[src/rtl/dcache_wb_buffer.sv]
// Write-back buffer between the D-cache controller and Data_Memory: absorbs evictions, forwards hits, drains when memory is idle.
// Latency: write accept / read forward ack 1 cycle after a new request; read miss acks 1 cycle after m_ack_i.
// Backpressure: a write to a full buffer stays pending (no ack) until a drain completes; read misses wait for IDLE and a free slot.
module dcache_wb_buffer #(
    parameter int DEPTH  = 2,
    parameter int DATA_W = 256,
    parameter int ADDR_W = 32
) (
    input  logic              clk_i,
    input  logic              rst_i,
    input  logic              c_enable_i,
    input  logic              c_write_i,
    input  logic [ADDR_W-1:0] c_addr_i,
    input  logic [DATA_W-1:0] c_data_i,
    output logic              c_ack_o,
    output logic [DATA_W-1:0] c_data_o,
    output logic              m_enable_o,
    output logic              m_write_o,
    output logic [ADDR_W-1:0] m_addr_o,
    output logic [DATA_W-1:0] m_data_o,
    input  logic              m_ack_i,
    input  logic [DATA_W-1:0] m_data_i,
    output logic              empty_o
);

    localparam int PW = $clog2(DEPTH);
    localparam int CW = PW + 1;
    localparam int LW = ADDR_W - 5;

    localparam logic [1:0] IDLE   = 2'd0;
    localparam logic [1:0] RD_MEM = 2'd1;
    localparam logic [1:0] WR_MEM = 2'd2;

    logic [1:0]        state;
    logic [PW-1:0]     head;
    logic [PW-1:0]     tail;
    logic [CW-1:0]     count;
    logic [LW-1:0]     ent_addr [DEPTH];
    logic [DATA_W-1:0] ent_data [DEPTH];

    logic [LW-1:0] req_line;
    logic          req_new, wr_new, rd_new;
    logic          full, drain_done;
    logic          fwd_hit, coal_hit;
    logic [PW-1:0] fwd_idx, coal_idx;
    logic          wr_acc, rd_fwd, rd_miss_go, drain_go;
    logic          push, pop, coal_head;

    assign req_line   = c_addr_i[ADDR_W-1:5];
    // The ack cycle itself never counts as a fresh request; the pending read owns the port while in RD_MEM.
    assign req_new    = c_enable_i & ~c_ack_o;
    assign wr_new     = req_new & c_write_i;
    assign rd_new     = req_new & ~c_write_i & (state != RD_MEM);
    assign full       = (count == CW'(DEPTH));
    assign drain_done = (state == WR_MEM) & m_ack_i;

    // Search valid entries oldest to newest: last match is the newest (forward); the head under drain is excluded from coalescing.
    always_comb begin
        logic [PW-1:0] idx;
        idx      = '0;
        fwd_hit  = 1'b0;
        fwd_idx  = '0;
        coal_hit = 1'b0;
        coal_idx = '0;
        for (int k = 0; k < DEPTH; k++) begin
            idx = head + PW'(k);
            if ((CW'(k) < count) && (ent_addr[idx] == req_line)) begin
                fwd_hit = 1'b1;
                fwd_idx = idx;
                if (!((k == 0) && (state == WR_MEM))) begin
                    coal_hit = 1'b1;
                    coal_idx = idx;
                end
            end
        end
    end

    assign wr_acc     = wr_new & (~full | drain_done);
    assign rd_fwd     = rd_new & fwd_hit;
    assign rd_miss_go = rd_new & ~fwd_hit & (state == IDLE) & ~full;
    assign drain_go   = (state == IDLE) & (count != '0) & ~rd_miss_go;
    assign push       = wr_acc & ~coal_hit;
    assign pop        = drain_done;
    // A coalescing write into the head in the same cycle a drain launches must reach memory, not the stale copy.
    assign coal_head  = wr_acc & coal_hit & (coal_idx == head);

    assign empty_o = (count == '0) && (state == IDLE);

    // Line storage: validity is tracked by head/count, so the array itself needs no reset.
    always_ff @(posedge clk_i) begin
        if (wr_acc) begin
            if (coal_hit) begin
                ent_data[coal_idx] <= c_data_i;
            end else begin
                ent_addr[tail] <= req_line;
                ent_data[tail] <= c_data_i;
            end
        end
    end

    // Control: pointers, occupancy, cache-side ack/data and the memory-side transaction FSM.
    always_ff @(posedge clk_i or negedge rst_i) begin
        if (!rst_i) begin
            state      <= IDLE;
            head       <= '0;
            tail       <= '0;
            count      <= '0;
            c_ack_o    <= 1'b0;
            c_data_o   <= '0;
            m_enable_o <= 1'b0;
            m_write_o  <= 1'b0;
            m_addr_o   <= '0;
            m_data_o   <= '0;
        end else begin
            c_ack_o <= wr_acc | rd_fwd;
            if (rd_fwd) begin
                c_data_o <= ent_data[fwd_idx];
            end
            if (push) begin
                tail <= tail + 1'b1;
            end
            count <= count + CW'(push) - CW'(pop);

            case (state)
                IDLE: begin
                    if (rd_miss_go) begin
                        m_enable_o <= 1'b1;
                        m_write_o  <= 1'b0;
                        m_addr_o   <= c_addr_i;
                        state      <= RD_MEM;
                    end else if (drain_go) begin
                        m_enable_o <= 1'b1;
                        m_write_o  <= 1'b1;
                        m_addr_o   <= {ent_addr[head], 5'b0};
                        m_data_o   <= coal_head ? c_data_i : ent_data[head];
                        state      <= WR_MEM;
                    end
                end
                RD_MEM: begin
                    if (m_ack_i) begin
                        c_data_o   <= m_data_i;
                        c_ack_o    <= 1'b1;
                        m_enable_o <= 1'b0;
                        state      <= IDLE;
                    end
                end
                WR_MEM: begin
                    if (m_ack_i) begin
                        head       <= head + 1'b1;
                        m_enable_o <= 1'b0;
                        state      <= IDLE;
                    end
                end
                default: begin
                    m_enable_o <= 1'b0;
                    state      <= IDLE;
                end
            endcase
        end
    end

    // Occupancy stays within 0..DEPTH.
    a_count_max: assert property (@(posedge clk_i) disable iff (!rst_i) count <= CW'(DEPTH));
    a_no_underflow: assert property (@(posedge clk_i) disable iff (!rst_i) pop |-> (count != '0));
    a_no_overflow: assert property (@(posedge clk_i) disable iff (!rst_i) (push && !pop) |-> !full);

endmodule

[config.mk]
export PLATFORM = sky130hd
export DESIGN_NAME = dcache_wb_buffer
export DESIGN_NICKNAME = d
export VERILOG_FILES = /design/src/rtl/dcache_wb_buffer.sv
export SDC_FILE = /design/constraint.sdc
export NUM_CORES = 2
export LEC_CHECK = 0
export ABC_CLOCK_PERIOD_IN_PS = 91500
export BUFFER_PORTS_ARGS = -buffer_cell sky130_fd_sc_hd__buf_2
export CAP_MARGIN = 20
export CORE_AREA = 2 2 424 426
export CTS_BUF_LIST = sky130_fd_sc_hd__clkbuf_4 sky130_fd_sc_hd__clkbuf_8
export CTS_CLUSTER_DIAMETER = 150
export CTS_CLUSTER_SIZE = 16
export DETAILED_ROUTE_END_ITERATION = 7
export DIE_AREA = 0 0 426 428
export PLACE_DENSITY_LB_ADDON = 0.05
export SYNTH_ARGS = -nofsm -noshare
export SYNTH_HDL_FRONTEND = slang
export SYNTH_SLANG_ARGS = --single-unit
[constraint.sdc]
create_clock -name clk_i -period 91.5 [get_ports clk_i]
set_clock_uncertainty 0.15 [all_clocks]
set_input_delay 18.3 -clock clk_i [delete_from_list [all_inputs] [get_ports clk_i]]
set_output_delay 18.3 -clock clk_i [all_outputs]
set_load 0.01 [all_outputs]
==> results.ini <==
[setup_path]
worstSetupStartpointType=flop
reg2regPathDepth=12
setup.worst_path.class=reg2out
crit_fanout=54
r2r-start=head
arrival_ns=4.65
end_kind=primary output
cp.required_ns=73.05

[die]
rows=155
die_x_um=426
coreArea_mm2=0.178
die_y_um=428
initial_core_util_pct=32.8
ios=1097
dieArea_mm2=0.182

[placement]
gp_congestion=0.814
post-place-cells=7483
io_buffers=1096
pre_cts_ws_ns=67.68
dpl.hpwl_mm=136

[cts]
clock-root-buffer=clkbuf_8
path_clk_slew_ns=0.12
htreeDepth=3
cts_sinks=1376
clk_path_buf_depth=3
cts_made_buffers=95
cts_hold_buf=0
post_cts_resized=0
clk_latency_ns=0.89
tritoncts=built
postCtsSetupRepairBufs=0

[power_and_ir_drop]
finalPower_uw=2150
power_density_mw_per_mm2=31.4
cellLeakagePower_uw=0.0288
ir_worst_vdd_uv=20.2

[routing]
route.met3.wl_mm=10.2
drt-initial-drc-count=2086
wl_met2_mm=105
wl_per_cell_um=26.8
drc=0
wl_met1_mm=82.1
ant_nets=0
routed.top_layer=met5
vias=37800
first_pass_iters=5
postRouteWirelength_mm=207
routed_via_density=4.90

[outcome]
status=finished clean

[sta]
finalSetupTns_ns=0
finalCritPeriodShare_pct=25.2
setup_viol_count_final=0
hold_violations=0
slew_headroom_pct=15.3
fmax_ghz=0.0433
worst_pin_slew_ns=1.27
grt_setup_unrepaired=no
period_minus_slack_ns=23.10
report.final.slew_viol_count=0
setup_slack_ns=68.40

[logic_synthesis]
synthCells=4246
synthFlopType=edfxtp_1
yosysSeqAreaShare_pct=66.1
yosysWarnings=0
yosys.area.top_type_share_pct=42.3
syn-cell-area_mm2=0.0583
synth_edf_count=822
ys_types=43
synth_area_leaders=edfxtp_1, dfrtp_1, mux2_2, o21ai_0, mux2_1
ys_seq_elements=1376
syn-num-nets=4800
post_synth.cell_area_avg_um2=13.7
async_reset_ff_share_pct=40.3
synth_top_area_cell=edfxtp_1

[global_route]
grt_usage_pct=22.1
grt-ovfl-total=0
grt_max_degree=166
grt_antenna_before_repair=145
grt_pass1_vias=38000
grt_pass1_wl_mm=290

[hold_path]
worstHoldPathCells=1
hp-class=reg2reg

[finish]
layout-drive-gt1-share_pct=36.3
final_common_cell=buf_2
final_cell_mix=buf_2, edfxtp_1, mux2_2
stdcell_count=7712
nNetsFinal=5779
area_growth_pct=17.0

[run]
max-cap-violations=0

-- synthesized netlist by cell type (2+ instances only) --
| cell type | n |
|---|---|
| buf_4 | 13 |
| nand2_1 | 293 |
| inv_1 | 520 |
| o221ai_1 | 256 |
| edfxtp_1 | 822 |
| xor2_1 | 7 |
| buf_6 | 16 |
| ha_1 | 5 |
| xnor2_1 | 51 |
| mux2i_1 | 55 |
| buf_1 | 13 |
| dfrtp_1 | 554 |
| mux2_2 | 577 |
| clkbuf_1 | 193 |
| and2_1 | 3 |
| o21ai_1 | 3 |
| nor4_1 | 11 |
| nor3_1 | 9 |
| nor2_1 | 5 |
| a21oi_1 | 2 |
| nand3_1 | 7 |
| buf_2 | 39 |
| nand4_1 | 3 |
| mux2_1 | 219 |
| o21ai_0 | 548 |
| a2111oi_0 | 4 |
| and3_1 | 2 |
-- path summary, 6_finish.rpt --
kind / end / slack (ns)
max: m_data_o[154] / 68.40
min: flop / 0.34
max reg2reg: flop / 83.93
min reg2reg: flop / 0.34
max in group asynchronous: asynchronous set/reset pin / 71.01
min in group asynchronous: asynchronous set/reset pin / 17.19
-- through the flow --
stage / util [%] / hold slack, ns / instance area, um2
after global routing: 38.4 / 0.358 / 68200
after floorplan: - / 0.304 / 58300
final: 38.4 / 0.342 / 68200
after CTS: 38.3 / 0.348 / 68100
after global placement: 37.2 / 0.313 / 66100
after detailed placement: 37.2 / 0.321 / 66100
-- metal layers --
metal,up-vias,track usage (%)
met3,448,4.43
met2,1103,38.5
met1,19000,26.3
met5,-,0
met4,58,9.07
li1,17200,-
-- power breakdown --
| group | total, uW | switching, uW | internal, uW | leakage (uW) |
|---|---|---|---|---|
| clock | 346 | 213 | 134 | 0.00108 |
| combinational | 813 | 475 | 339 | 0.0134 |
| sequential | 986 | 97.7 | 888 | 0.0144 |
-- logic make-up (layout without fill, tap and decap cells) --
group                    after synthesis  count (layout)  synth area share (%)
other                                  0              50                     0
XOR/XNOR                              58              58                 0.871
flip-flops                          1376            1376                  66.1
AND/OR/NAND/NOR                      340             340                  2.37
AO/OA/AOI/OAI                        822             822                  8.78
multiplexers                         851             851                  16.3
buffers and inverters                794            1855                  5.48
adder cells (fa/ha/maj)                5               5                 0.107
-- final cells by class --
class / count / area, um2
fillers: 17400 / 109000
flip-flops and latches: 1376 / 38600
multi-input cells: 2076 / 16700
repair buffers: 1156 / 6020
well taps: 2355 / 2950
clock buffers: 177 / 1950
inverters: 520 / 1950
diodes: 50 / 125
clock inverters: 2 / 16.3
-- worst max-delay path: stages, from the launching register on --
cell,delay [ns]
dfrtp_4,0.69
buf_4,0.69
buf_4,0.86
buf_4,0.78
mux2_2,0.45
buf_2,0.15
No activity file was read; power rests on OpenSTA's default activity.
